**config.mk**
```make
export PLATFORM = sky130hd
export DESIGN_NAME = instruction_decode_stage
export DESIGN_NICKNAME = d
export VERILOG_FILES = /design/src/rtl/instruction_decode_stage_pkg.sv /design/src/rtl/instruction_decode_stage_hazard_unit.sv /design/src/rtl/instruction_decode_stage.sv
export SDC_FILE = /design/constraint.sdc
export NUM_CORES = 1
export LEC_CHECK = 0
export BUFFER_PORTS_ARGS = -buffer_cell sky130_fd_sc_hd__buf_4
export CAP_MARGIN = 40
export CORE_MARGIN = 2
export CORE_UTILIZATION = 40
export CTS_BUF_LIST = sky130_fd_sc_hd__clkbuf_4 sky130_fd_sc_hd__clkbuf_8
export CTS_CLUSTER_SIZE = 8
export DETAILED_ROUTE_END_ITERATION = 8
export GPL_TIMING_DRIVEN = 1
export MAX_ROUTING_LAYER = met4
export PLACE_DENSITY = 0.69
export SLEW_MARGIN = 20
export SYNTH_ARGS = -nofsm -noshare
export SYNTH_HDL_FRONTEND = slang
export SYNTH_SLANG_ARGS = --single-unit
```
**constraint.sdc**
```tcl
create_clock -name clk -period 8.6 [get_ports clk]
set_clock_uncertainty 0.15 [all_clocks]
set_input_delay 2.15 -clock clk [delete_from_list [all_inputs] [get_ports clk]]
set_output_delay 2.15 -clock clk [all_outputs]
set_load 0.02 [all_outputs]
```
**src/rtl/instruction_decode_stage_pkg.sv**
```systemverilog
// Shared MIPS ID-stage definitions: opcode/funct encodings, ALU operation set,
// and the IF/ID and ID/EX pipeline register layouts.
package instruction_decode_stage_pkg;

    localparam logic [5:0] OP_RTYPE  = 6'h00;
    localparam logic [5:0] OP_REGIMM = 6'h01;
    localparam logic [5:0] OP_J      = 6'h02;
    localparam logic [5:0] OP_JAL    = 6'h03;
    localparam logic [5:0] OP_BEQ    = 6'h04;
    localparam logic [5:0] OP_BNE    = 6'h05;
    localparam logic [5:0] OP_BLEZ   = 6'h06;
    localparam logic [5:0] OP_BGTZ   = 6'h07;
    localparam logic [5:0] OP_ADDI   = 6'h08;
    localparam logic [5:0] OP_ADDIU  = 6'h09;
    localparam logic [5:0] OP_SLTI   = 6'h0a;
    localparam logic [5:0] OP_SLTIU  = 6'h0b;
    localparam logic [5:0] OP_ANDI   = 6'h0c;
    localparam logic [5:0] OP_ORI    = 6'h0d;
    localparam logic [5:0] OP_XORI   = 6'h0e;
    localparam logic [5:0] OP_LUI    = 6'h0f;
    localparam logic [5:0] OP_LW     = 6'h23;
    localparam logic [5:0] OP_SW     = 6'h2b;

    localparam logic [5:0] FN_SLL  = 6'h00;
    localparam logic [5:0] FN_SRL  = 6'h02;
    localparam logic [5:0] FN_SRA  = 6'h03;
    localparam logic [5:0] FN_JR   = 6'h08;
    localparam logic [5:0] FN_JALR = 6'h09;
    localparam logic [5:0] FN_ADDU = 6'h21;
    localparam logic [5:0] FN_SUBU = 6'h23;
    localparam logic [5:0] FN_AND  = 6'h24;
    localparam logic [5:0] FN_OR   = 6'h25;
    localparam logic [5:0] FN_XOR  = 6'h26;
    localparam logic [5:0] FN_NOR  = 6'h27;
    localparam logic [5:0] FN_SLT  = 6'h2a;
    localparam logic [5:0] FN_SLTU = 6'h2b;

    localparam logic [4:0] RT_BLTZ = 5'd0;
    localparam logic [4:0] RT_BGEZ = 5'd1;

    typedef enum logic [3:0] {
        ALU_ADD  = 4'd0,
        ALU_SUB  = 4'd1,
        ALU_AND  = 4'd2,
        ALU_OR   = 4'd3,
        ALU_XOR  = 4'd4,
        ALU_NOR  = 4'd5,
        ALU_SLT  = 4'd6,
        ALU_SLTU = 4'd7,
        ALU_SLL  = 4'd8,
        ALU_SRL  = 4'd9,
        ALU_SRA  = 4'd10,
        ALU_LUI  = 4'd11
    } AluOp;

    typedef struct packed {
        logic [31:0] pc;
        logic [31:0] instruction;
        logic        valid;
    } IF_ID_Register;

    typedef struct packed {
        logic [31:0] pc;
        logic [31:0] rs_value;
        logic [31:0] rt_value;
        logic [31:0] imm_ext;
        logic [31:0] link_addr;
        logic [4:0]  shamt;
        logic [4:0]  dest;
        AluOp        alu_op;
        logic        alu_src_imm;
        logic        mem_read;
        logic        mem_write;
        logic        reg_write;
        logic        mem_to_reg;
        logic        link;
        logic        valid;
    } ID_EX_Register;

    function automatic AluOp funct_alu(input logic [5:0] funct);
        case (funct)
            FN_SUBU: return ALU_SUB;
            FN_AND:  return ALU_AND;
            FN_OR:   return ALU_OR;
            FN_XOR:  return ALU_XOR;
            FN_NOR:  return ALU_NOR;
            FN_SLT:  return ALU_SLT;
            FN_SLTU: return ALU_SLTU;
            FN_SLL:  return ALU_SLL;
            FN_SRL:  return ALU_SRL;
            FN_SRA:  return ALU_SRA;
            default: return ALU_ADD;
        endcase
    endfunction

    function automatic AluOp opcode_alu(input logic [5:0] opcode);
        case (opcode)
            OP_SLTI:  return ALU_SLT;
            OP_SLTIU: return ALU_SLTU;
            OP_ANDI:  return ALU_AND;
            OP_ORI:   return ALU_OR;
            OP_XORI:  return ALU_XOR;
            OP_LUI:   return ALU_LUI;
            default:  return ALU_ADD;
        endcase
    endfunction

endpackage

```
**src/rtl/instruction_decode_stage_hazard_unit.sv**
```systemverilog
// Combinational stall detection for the ID stage: load-use hazards and
// branch/jr operands that are not yet forwardable.
module instruction_decode_stage_hazard_unit (
    input  logic       uses_rs_i,
    input  logic       uses_rt_i,
    input  logic       ctrl_dep_i,
    input  logic [4:0] rs_i,
    input  logic [4:0] rt_i,
    input  logic       id_ex_valid_i,
    input  logic       id_ex_mem_read_i,
    input  logic       id_ex_reg_write_i,
    input  logic [4:0] id_ex_dest_i,
    input  logic       ex_mem_mem_read_i,
    input  logic       ex_mem_reg_write_i,
    input  logic [4:0] ex_mem_dest_i,
    output logic       stall_o
);

    logic rs_live, rt_live;
    logic hit_id_ex, hit_ex_mem;
    logic load_use, id_ex_dep, ex_mem_dep;

    // $0 is hardwired, so a source of $0 can never depend on anything.
    assign rs_live = uses_rs_i && (rs_i != 5'd0);
    assign rt_live = uses_rt_i && (rt_i != 5'd0);

    assign hit_id_ex  = (rs_live && (rs_i == id_ex_dest_i)) ||
                        (rt_live && (rt_i == id_ex_dest_i));
    assign hit_ex_mem = (rs_live && (rs_i == ex_mem_dest_i)) ||
                        (rt_live && (rt_i == ex_mem_dest_i));

    assign load_use   = id_ex_valid_i && id_ex_mem_read_i && hit_id_ex;
    assign id_ex_dep  = ctrl_dep_i && id_ex_valid_i && id_ex_reg_write_i && hit_id_ex;
    assign ex_mem_dep = ctrl_dep_i && ex_mem_mem_read_i && ex_mem_reg_write_i && hit_ex_mem;

    assign stall_o = load_use || id_ex_dep || ex_mem_dep;

endmodule

```
**src/rtl/instruction_decode_stage.sv**
```systemverilog
// MIPS ID stage: decode, operand forwarding, branch/jump resolution, hazard
// stalls and the registered ID/EX pipeline register.
module instruction_decode_stage
    import instruction_decode_stage_pkg::*;
#(
    parameter logic [31:0] RESET_PC = 32'h0000_3000
) (
    input  logic          clk,
    input  logic          rst,
    input  IF_ID_Register if_id_reg,
    output logic [4:0]    rf_rs_addr,
    output logic [4:0]    rf_rt_addr,
    input  logic [31:0]   rf_rs_data,
    input  logic [31:0]   rf_rt_data,
    input  logic          ex_mem_reg_write,
    input  logic          ex_mem_mem_read,
    input  logic [4:0]    ex_mem_dest,
    input  logic [31:0]   ex_mem_value,
    input  logic          mem_wb_reg_write,
    input  logic [4:0]    mem_wb_dest,
    input  logic [31:0]   mem_wb_value,
    output logic          stall,
    output logic          flush,
    output logic          jump_enable,
    output logic [31:0]   jump_address,
    output ID_EX_Register id_ex_reg
);

    logic [31:0] instr, pc_plus4, br_target, j_target, target;
    logic [5:0]  opcode, funct;
    logic [4:0]  rs, rt, rd, shamt;
    logic [15:0] imm;
    logic [31:0] rs_fwd, rt_fwd;
    logic signed [31:0] rs_s;
    logic uses_rs, uses_rt, ctrl_dep, is_jump, br_taken;
    logic hz_stall, stall_int, redirect;
    ID_EX_Register id_ex_d, id_ex_q, reset_val;

    assign instr  = if_id_reg.instruction;
    assign opcode = instr[31:26];
    assign rs     = instr[25:21];
    assign rt     = instr[20:16];
    assign rd     = instr[15:11];
    assign shamt  = instr[10:6];
    assign funct  = instr[5:0];
    assign imm    = instr[15:0];

    assign rf_rs_addr = rs;
    assign rf_rt_addr = rt;

    assign pc_plus4  = if_id_reg.pc + 32'd4;
    assign br_target = pc_plus4 + {{14{imm[15]}}, imm, 2'b00};
    assign j_target  = {pc_plus4[31:28], instr[25:0], 2'b00};

    // EX/MEM loads are excluded: their data does not exist until MEM completes.
    function automatic logic [31:0] fwd_operand(
        input logic [4:0]  addr,
        input logic [31:0] rf_val,
        input logic        exm_wr,
        input logic        exm_ld,
        input logic [4:0]  exm_dst,
        input logic [31:0] exm_val,
        input logic        mwb_wr,
        input logic [4:0]  mwb_dst,
        input logic [31:0] mwb_val
    );
        if (addr == 5'd0)                             return 32'd0;
        else if (exm_wr && !exm_ld && exm_dst == addr) return exm_val;
        else if (mwb_wr && mwb_dst == addr)            return mwb_val;
        else                                           return rf_val;
    endfunction

    assign rs_fwd = fwd_operand(rs, rf_rs_data, ex_mem_reg_write, ex_mem_mem_read, ex_mem_dest,
                                ex_mem_value, mem_wb_reg_write, mem_wb_dest, mem_wb_value);
    assign rt_fwd = fwd_operand(rt, rf_rt_data, ex_mem_reg_write, ex_mem_mem_read, ex_mem_dest,
                                ex_mem_value, mem_wb_reg_write, mem_wb_dest, mem_wb_value);
    assign rs_s   = rs_fwd;

    always_comb begin
        id_ex_d           = '0;
        id_ex_d.pc        = if_id_reg.pc;
        id_ex_d.rs_value  = rs_fwd;
        id_ex_d.rt_value  = rt_fwd;
        id_ex_d.shamt     = shamt;
        id_ex_d.link_addr = pc_plus4;
        id_ex_d.valid     = if_id_reg.valid;
        id_ex_d.imm_ext   = {{16{imm[15]}}, imm};
        uses_rs  = 1'b0;
        uses_rt  = 1'b0;
        ctrl_dep = 1'b0;
        is_jump  = 1'b0;
        br_taken = 1'b0;
        target   = br_target;

        case (opcode)
            OP_RTYPE: begin
                case (funct)
                    FN_ADDU, FN_SUBU, FN_AND, FN_OR, FN_XOR, FN_NOR, FN_SLT, FN_SLTU: begin
                        uses_rs           = 1'b1;
                        uses_rt           = 1'b1;
                        id_ex_d.dest      = rd;
                        id_ex_d.reg_write = 1'b1;
                        id_ex_d.alu_op    = funct_alu(funct);
                    end
                    FN_SLL, FN_SRL, FN_SRA: begin
                        uses_rt           = 1'b1;
                        id_ex_d.dest      = rd;
                        id_ex_d.reg_write = 1'b1;
                        id_ex_d.alu_op    = funct_alu(funct);
                    end
                    FN_JR: begin
                        uses_rs  = 1'b1;
                        ctrl_dep = 1'b1;
                        is_jump  = 1'b1;
                        target   = rs_fwd;
                    end
                    FN_JALR: begin
                        uses_rs           = 1'b1;
                        ctrl_dep          = 1'b1;
                        is_jump           = 1'b1;
                        target            = rs_fwd;
                        id_ex_d.dest      = rd;
                        id_ex_d.reg_write = 1'b1;
                        id_ex_d.link      = 1'b1;
                    end
                    default: ;
                endcase
            end
            OP_ADDI, OP_ADDIU, OP_SLTI, OP_SLTIU, OP_ANDI, OP_ORI, OP_XORI: begin
                uses_rs             = 1'b1;
                id_ex_d.dest        = rt;
                id_ex_d.reg_write   = 1'b1;
                id_ex_d.alu_src_imm = 1'b1;
                id_ex_d.alu_op      = opcode_alu(opcode);
            end
            OP_LUI: begin
                id_ex_d.dest        = rt;
                id_ex_d.reg_write   = 1'b1;
                id_ex_d.alu_src_imm = 1'b1;
                id_ex_d.alu_op      = ALU_LUI;
            end
            OP_LW: begin
                uses_rs             = 1'b1;
                id_ex_d.dest        = rt;
                id_ex_d.reg_write   = 1'b1;
                id_ex_d.mem_read    = 1'b1;
                id_ex_d.mem_to_reg  = 1'b1;
                id_ex_d.alu_src_imm = 1'b1;
            end
            OP_SW: begin
                uses_rs             = 1'b1;
                uses_rt             = 1'b1;
                id_ex_d.mem_write   = 1'b1;
                id_ex_d.alu_src_imm = 1'b1;
            end
            OP_BEQ: begin
                uses_rs  = 1'b1;
                uses_rt  = 1'b1;
                ctrl_dep = 1'b1;
                br_taken = (rs_fwd == rt_fwd);
            end
            OP_BNE: begin
                uses_rs  = 1'b1;
                uses_rt  = 1'b1;
                ctrl_dep = 1'b1;
                br_taken = (rs_fwd != rt_fwd);
            end
            OP_BLEZ: begin
                uses_rs  = 1'b1;
                ctrl_dep = 1'b1;
                br_taken = (rs_s <= 0);
            end
            OP_BGTZ: begin
                uses_rs  = 1'b1;
                ctrl_dep = 1'b1;
                br_taken = (rs_s > 0);
            end
            OP_REGIMM: begin
                if (rt == RT_BLTZ || rt == RT_BGEZ) begin
                    uses_rs  = 1'b1;
                    ctrl_dep = 1'b1;
                    br_taken = (rt == RT_BLTZ) ? (rs_s < 0) : (rs_s >= 0);
                end
            end
            OP_J: begin
                is_jump = 1'b1;
                target  = j_target;
            end
            OP_JAL: begin
                is_jump           = 1'b1;
                target            = j_target;
                id_ex_d.dest      = 5'd31;
                id_ex_d.reg_write = 1'b1;
                id_ex_d.link      = 1'b1;
            end
            default: ;
        endcase

        case (opcode)
            OP_ANDI, OP_ORI, OP_XORI: id_ex_d.imm_ext = {16'd0, imm};
            OP_LUI:                   id_ex_d.imm_ext = {imm, 16'd0};
            default: ;
        endcase

        // Writes to $0 are dropped, which also makes the all-zero word a true nop.
        if (id_ex_d.dest == 5'd0) id_ex_d.reg_write = 1'b0;

        if (!if_id_reg.valid) begin
            id_ex_d.reg_write  = 1'b0;
            id_ex_d.mem_read   = 1'b0;
            id_ex_d.mem_write  = 1'b0;
            id_ex_d.mem_to_reg = 1'b0;
            id_ex_d.link       = 1'b0;
            uses_rs            = 1'b0;
            uses_rt            = 1'b0;
            ctrl_dep           = 1'b0;
            is_jump            = 1'b0;
            br_taken           = 1'b0;
        end
    end

    instruction_decode_stage_hazard_unit u_hazard (
        .uses_rs_i          (uses_rs),
        .uses_rt_i          (uses_rt),
        .ctrl_dep_i         (ctrl_dep),
        .rs_i               (rs),
        .rt_i               (rt),
        .id_ex_valid_i      (id_ex_q.valid),
        .id_ex_mem_read_i   (id_ex_q.mem_read),
        .id_ex_reg_write_i  (id_ex_q.reg_write),
        .id_ex_dest_i       (id_ex_q.dest),
        .ex_mem_mem_read_i  (ex_mem_mem_read),
        .ex_mem_reg_write_i (ex_mem_reg_write),
        .ex_mem_dest_i      (ex_mem_dest),
        .stall_o            (hz_stall)
    );

    assign stall_int    = !rst && hz_stall;
    assign redirect     = !rst && !stall_int && (br_taken || is_jump);
    assign stall        = stall_int;
    assign flush        = redirect;
    assign jump_enable  = redirect;
    assign jump_address = redirect ? target : 32'd0;

    always_comb begin
        reset_val    = '0;
        reset_val.pc = RESET_PC;
    end

    always_ff @(posedge clk) begin
        if (rst)            id_ex_q <= reset_val;
        else if (stall_int) id_ex_q <= '0;
        else                id_ex_q <= id_ex_d;
    end

    assign id_ex_reg = id_ex_q;

endmodule

```
After elaboration in Yosys (flattened, before gate mapping)
Cells that the tools add are included.
{"block": "word_totals", "regBits": 180, "out_inout_bits": 226, "wordCells": 158}
{"block": "op_classes", "add_sub_neg": 2, "order_cmp": 4, "eq_ne": 40, "n_mux": 42, "n_bitwise": 1, "reduce_logical": 54}
{"operator": "$mux 32", "n": 8}
{"operator": "$mux 163", "n": 1}
{"operator": "$pmux 32 s2", "n": 2}
{"operator": "$eq 6x4->1 const B", "n": 10}
{"operator": "$eq 6x6->1 const B", "n": 10}
{"operator": "$eq 5x5->1", "n": 8}
{"operator": "$pmux 4 s10", "n": 1}
{"operator": "$add 32x3->32 const B", "n": 1}
{"operator": "$add 32x32->32", "n": 1}
{"operator": "$eq 32x32->1", "n": 1}
{"operator": "$ge 32x1->1 const B", "n": 1}
{"operator": "$gt 32x1->1 const B", "n": 1}
{"operator": "$le 32x1->1 const B", "n": 1}
{"operator": "$lt 32x1->1 const B", "n": 1}
{"operator": "$ne 32x32->1", "n": 1}
{"operator": "$reduce_or 10->1", "n": 3}
{"operator": "$eq 6x2->1 const B", "n": 4}
{"operator": "$eq 6x3->1 const B", "n": 4}
{"operator": "$logic_and 1x1->1", "n": 22}
{"operator": "$mux 1", "n": 17}
{"operator": "$logic_not 5->1", "n": 3}
{"operator": "$pmux 3 s5", "n": 1}
{"operator": "$pmux 5 s3", "n": 1}
{"operator": "$reduce_or 13->1", "n": 1}
{"operator": "20 further kinds", "n": 39}

Depth between registers and ports, before layout
{"block": "depth", "word_depth": 16, "depth_mapped": 19, "ltp_nobuf": 19}

Modules after synthesis
Synthesis repeated with hierarchy kept, for this count alone.
{"block": "unflattened", "cells_unflattened": 1407, "hier_area_um2": 11126.9}
{"module": "instruction_decode_stage", "n_inst": 1, "cells_each": 1372, "area_each_um2": 10856.7, "seq_area_each_um2": 3563.4}
{"module": "instruction_decode_stage_hazard_unit", "n_inst": 1, "cells_each": 35, "area_each_um2": 270.3, "seq_area_each_um2": 0.0}

Least setup slack after synthesis
OpenSTA, ideal clock, no wires.
{"block": "synth_timing", "kind": "input to output", "startpoint": "input if_id_reg[35] (netlist name)", "endpoint": "output jump_address[31]", "arrival_time_ps": 5562, "required_ps": 6300, "setup_slack_ps": 738, "stages": 18, "n_path_buf": 0, "cell_sequence": "ha_1 > nand3_1 > nor2_1 > nand3_1 > nor2_1 > and2_1 > nand2_1 > xnor2_1 > ha_1 > a2111oi_0 > o221ai_1 > o211a_1 > a2111o_1 > a41oi_1 > o21ai_0 > xnor2_1 > a221oi_1 > nor2_2"}
{"item": "start: declaration", "line_no": "instruction_decode_stage.sv:10", "text": "input IF_ID_Register if_id_reg,"}
{"item": "end: declaration", "line_no": "instruction_decode_stage.sv:25", "text": "output logic [31:0] jump_address,"}

==> flow_summary.json <==
{
  "fillers": 2660,
  "clk_latency_ps": 480,
  "rsz0062_at_grt": "no",
  "vias_per_cell": 5.74,
  "slew_violations": 0,
  "hold_depth": 3,
  "placed_area_um2": 14800,
  "final_common_cell": "buf_4",
  "gp_congestion": 0.945,
  "grt_pass1_wl_um": 69800,
  "holdPathEnd": "id_ex_reg[161]",
  "start_util_pct": 40.6,
  "critPathTopFamily": "compound AO/OA/AOI/OAI gates",
  "wl_per_cell_um": 22.5,
  "core_area_um2": 27800,
  "cts_tree": "built",
  "final_cell_mix": "478 x buf_4, 178 x dfxtp_1, 110 x nand2_1",
  "finalHoldViolCount": 0,
  "ant_nets": 0,
  "cpMostUsedCell": "buf_4",
  "io_pins": 434,
  "relSlewSlack_pct": 38.5,
  "layout_min_cycle_time_ps": 8290,
  "path_clk_slew_ps": 110,
  "ys_types": 77,
  "synth_edf_count": 0,
  "p_leak_nw": 6.55,
  "syn_area_um2": 11300,
  "crit_chain": "buf_4 -> ha_1 -> nand3_1 -> nor2_2 -> buf_4 -> nand2_1 -> xnor2_1 -> ha_1 -> a2111o_1 -> o211ai_1 -> nand2b_2 -> o211ai_1 -> a2111o_1 -> a31o_2 -> a21oi_1 -> xnor2_1 -> a221oi_1 -> nor2_2 -> buf_4",
  "finalSetupViolCount": 0,
  "power_mw": 2.21,
  "cp.buffers_inverters": 3,
  "postCtsSetupRepairBufs": 0,
  "synth_nets": 1624,
  "final_nets": 1997,
  "syn_area_per_cell_um2": 8.14,
  "reg2reg_depth": 10,
  "status": "finished, final reports clean",
  "yosys_warnings": 0,
  "drc": 0,
  "routed_wl_um": 48400,
  "required_ps": 6300,
  "r2r_start": "id_ex_reg[14]",
  "hold_start": "id_ex_reg[0]",
  "max-cap-violations": 0,
  "slowest_stage": "a2111o_1",
  "end_kind": "primary output",
  "drtIter0Drc": 1257,
  "area_growth_pct": 35.4,
  "cpPeakStageDelay_ps": 470,
  "track_usage_pct": 32.6,
  "largest_reg_flops": 178,
  "final_area_um2": 15300,
  "worstMarginPinSlew_ps": 922,
  "cts_buffer_depth": 2,
  "fp.dieArea_um2": 29600,
  "worst_setup_path_start_kind": "input pin",
  "fmax_ghz": 0.121,
  "cp.arrival_ps": 5990,
  "drive_gt1_share_pct": 33.2,
  "critical_path_class": "input pin to primary output",
  "grt_pass1_vias": 11400,
  "die_h_um": 172,
  "overflow": 0,
  "synthCells": 1385,
  "critPathMaxFanout": 6,
  "dp_hpwl_um": 37500,
  "tns_ps": 0,
  "via_count": 12300,
  "firstDrtPassIters": 7,
  "ys_ff_latch": 178,
  "rows": 61,
  "place.port_buffers": 433,
  "ys_seq_area_share_pct": 31.6,
  "rr_endpoint": "id_ex_reg[77]",
  "hold_path.class": "flip-flop to flip-flop",
  "cts_max_level": 4,
  "fin_crit_sh_pct": 96.4,
  "antenna_found_initial": 3,
  "cts_root_buf": "clkbuf_8",
  "powerDensity_nw_per_um2": 145,
  "grt_max_degree": 95,
  "synth_flop_cell": "dfxtp_1",
  "r2r_setup_slack_ps": 5640,
  "die_w_um": 172,
  "ys_async_sr_fraction_pct": 0,
  "cts_buffers": 17,
  "numClockSinks": 178,
  "max-vdd-ir-drop_mv": 0.0971
}
how the worst max path moves through the flow:
stage,depth (start not counted),slack [ps],startpoint,endpoint
3_3_place_gp,20,230,if_id_reg[35],jump_address[31]
6_report,19,310,if_id_reg[35],jump_address[19]
4_1_cts,20,50,if_id_reg[35],jump_address[31]
2_1_floorplan,18,740,if_id_reg[35],jump_address[31]
5_1_grt,20,40,if_id_reg[35],jump_address[31]
3_5_place_dp,20,20,if_id_reg[35],jump_address[31]
final cells by class:
type	count	area [µm²]	area share (%)
diodes	3	7.51	0.0492
clock buffers	17	234	1.53
clock inverters	15	201	1.32
inverters	27	101	0.664
multi-input cells	1053	7030	46.1
flip-flops and latches	178	3560	23.3
well taps	378	473	3.10
repair buffers	481	3660	23.9
timing repair:
action | CTS | global route
setup endpoints to repair | 1 | 4
hold buffers | 0 | 0
gates resized for setup | 1 | 8
cells in the mapped netlist (all sizes together), types with 27 or more instances:
library cell / instances / area share, %
o21ai: 82 / 3.6
nor2: 111 / 4.1
xnor2: 76 / 6.4
nor3: 45 / 2.1
nand2: 110 / 3.7
nor4: 38 / 2.3
inv: 27 / 0.90
xor2: 38 / 3.0
clkbuf: 79 / 2.6
ha: 30 / 3.3
and2: 106 / 5.9
a21oi: 45 / 2.3
nand3: 28 / 1.2
or3: 67 / 3.7
dfxtp: 178 / 32
buf: 48 / 3.0
a31oi: 38 / 2.1
logic make-up (layout without fill, tap and decap cells):
logic type | Yosys count | count (layout) | share of synthesized area (%)
xor gates and xnor gates | 114 | 114 | 9.39
AOI/OAI and AO/OA | 325 | 325 | 20.8
and+or+nand+nor | 580 | 580 | 27.9
other | 0 | 3 | 0
DFF | 178 | 178 | 31.6
buffers and inverters | 154 | 540 | 6.48
muxes | 3 | 3 | 0.288
adders and majority gates | 31 | 31 | 3.51
power by group:
group | switching (mW) | internal (mW) | total, mW
clock | 0.406 | 0.230 | 0.636
sequential | 0.0160 | 0.871 | 0.887
combinational | 0.401 | 0.289 | 0.691
metrics by stage:
step / util (%) / hold slack, ps / std cells / setup WS (ps)
6_report: 55.0 / 784 / 2152 / 307
5_1_grt: 55.0 / 844 / 2152 / 36.4
4_1_cts: 54.8 / 802 / 2149 / 52.4
3_5_place_dp: 53.2 / 795 / 2117 / 23.0
3_3_place_gp: 53.1 / 798 / 2115 / 228
2_1_floorplan: - / 548 / 1385 / 738
tightest hold or removal path, delay by kind of cell (launching register included):
family,cells,cell delay [ps]
compound gates,2,300
flops,1,360
simple gates,1,260
metal layers:
layer	wire length [µm]	global-route usage, %
met1	20100	41.8
met3	3770	5.24
met4	2030	12.8
met2	22500	51.4
met5	0	-
Power figures use the tool's default switching activity.
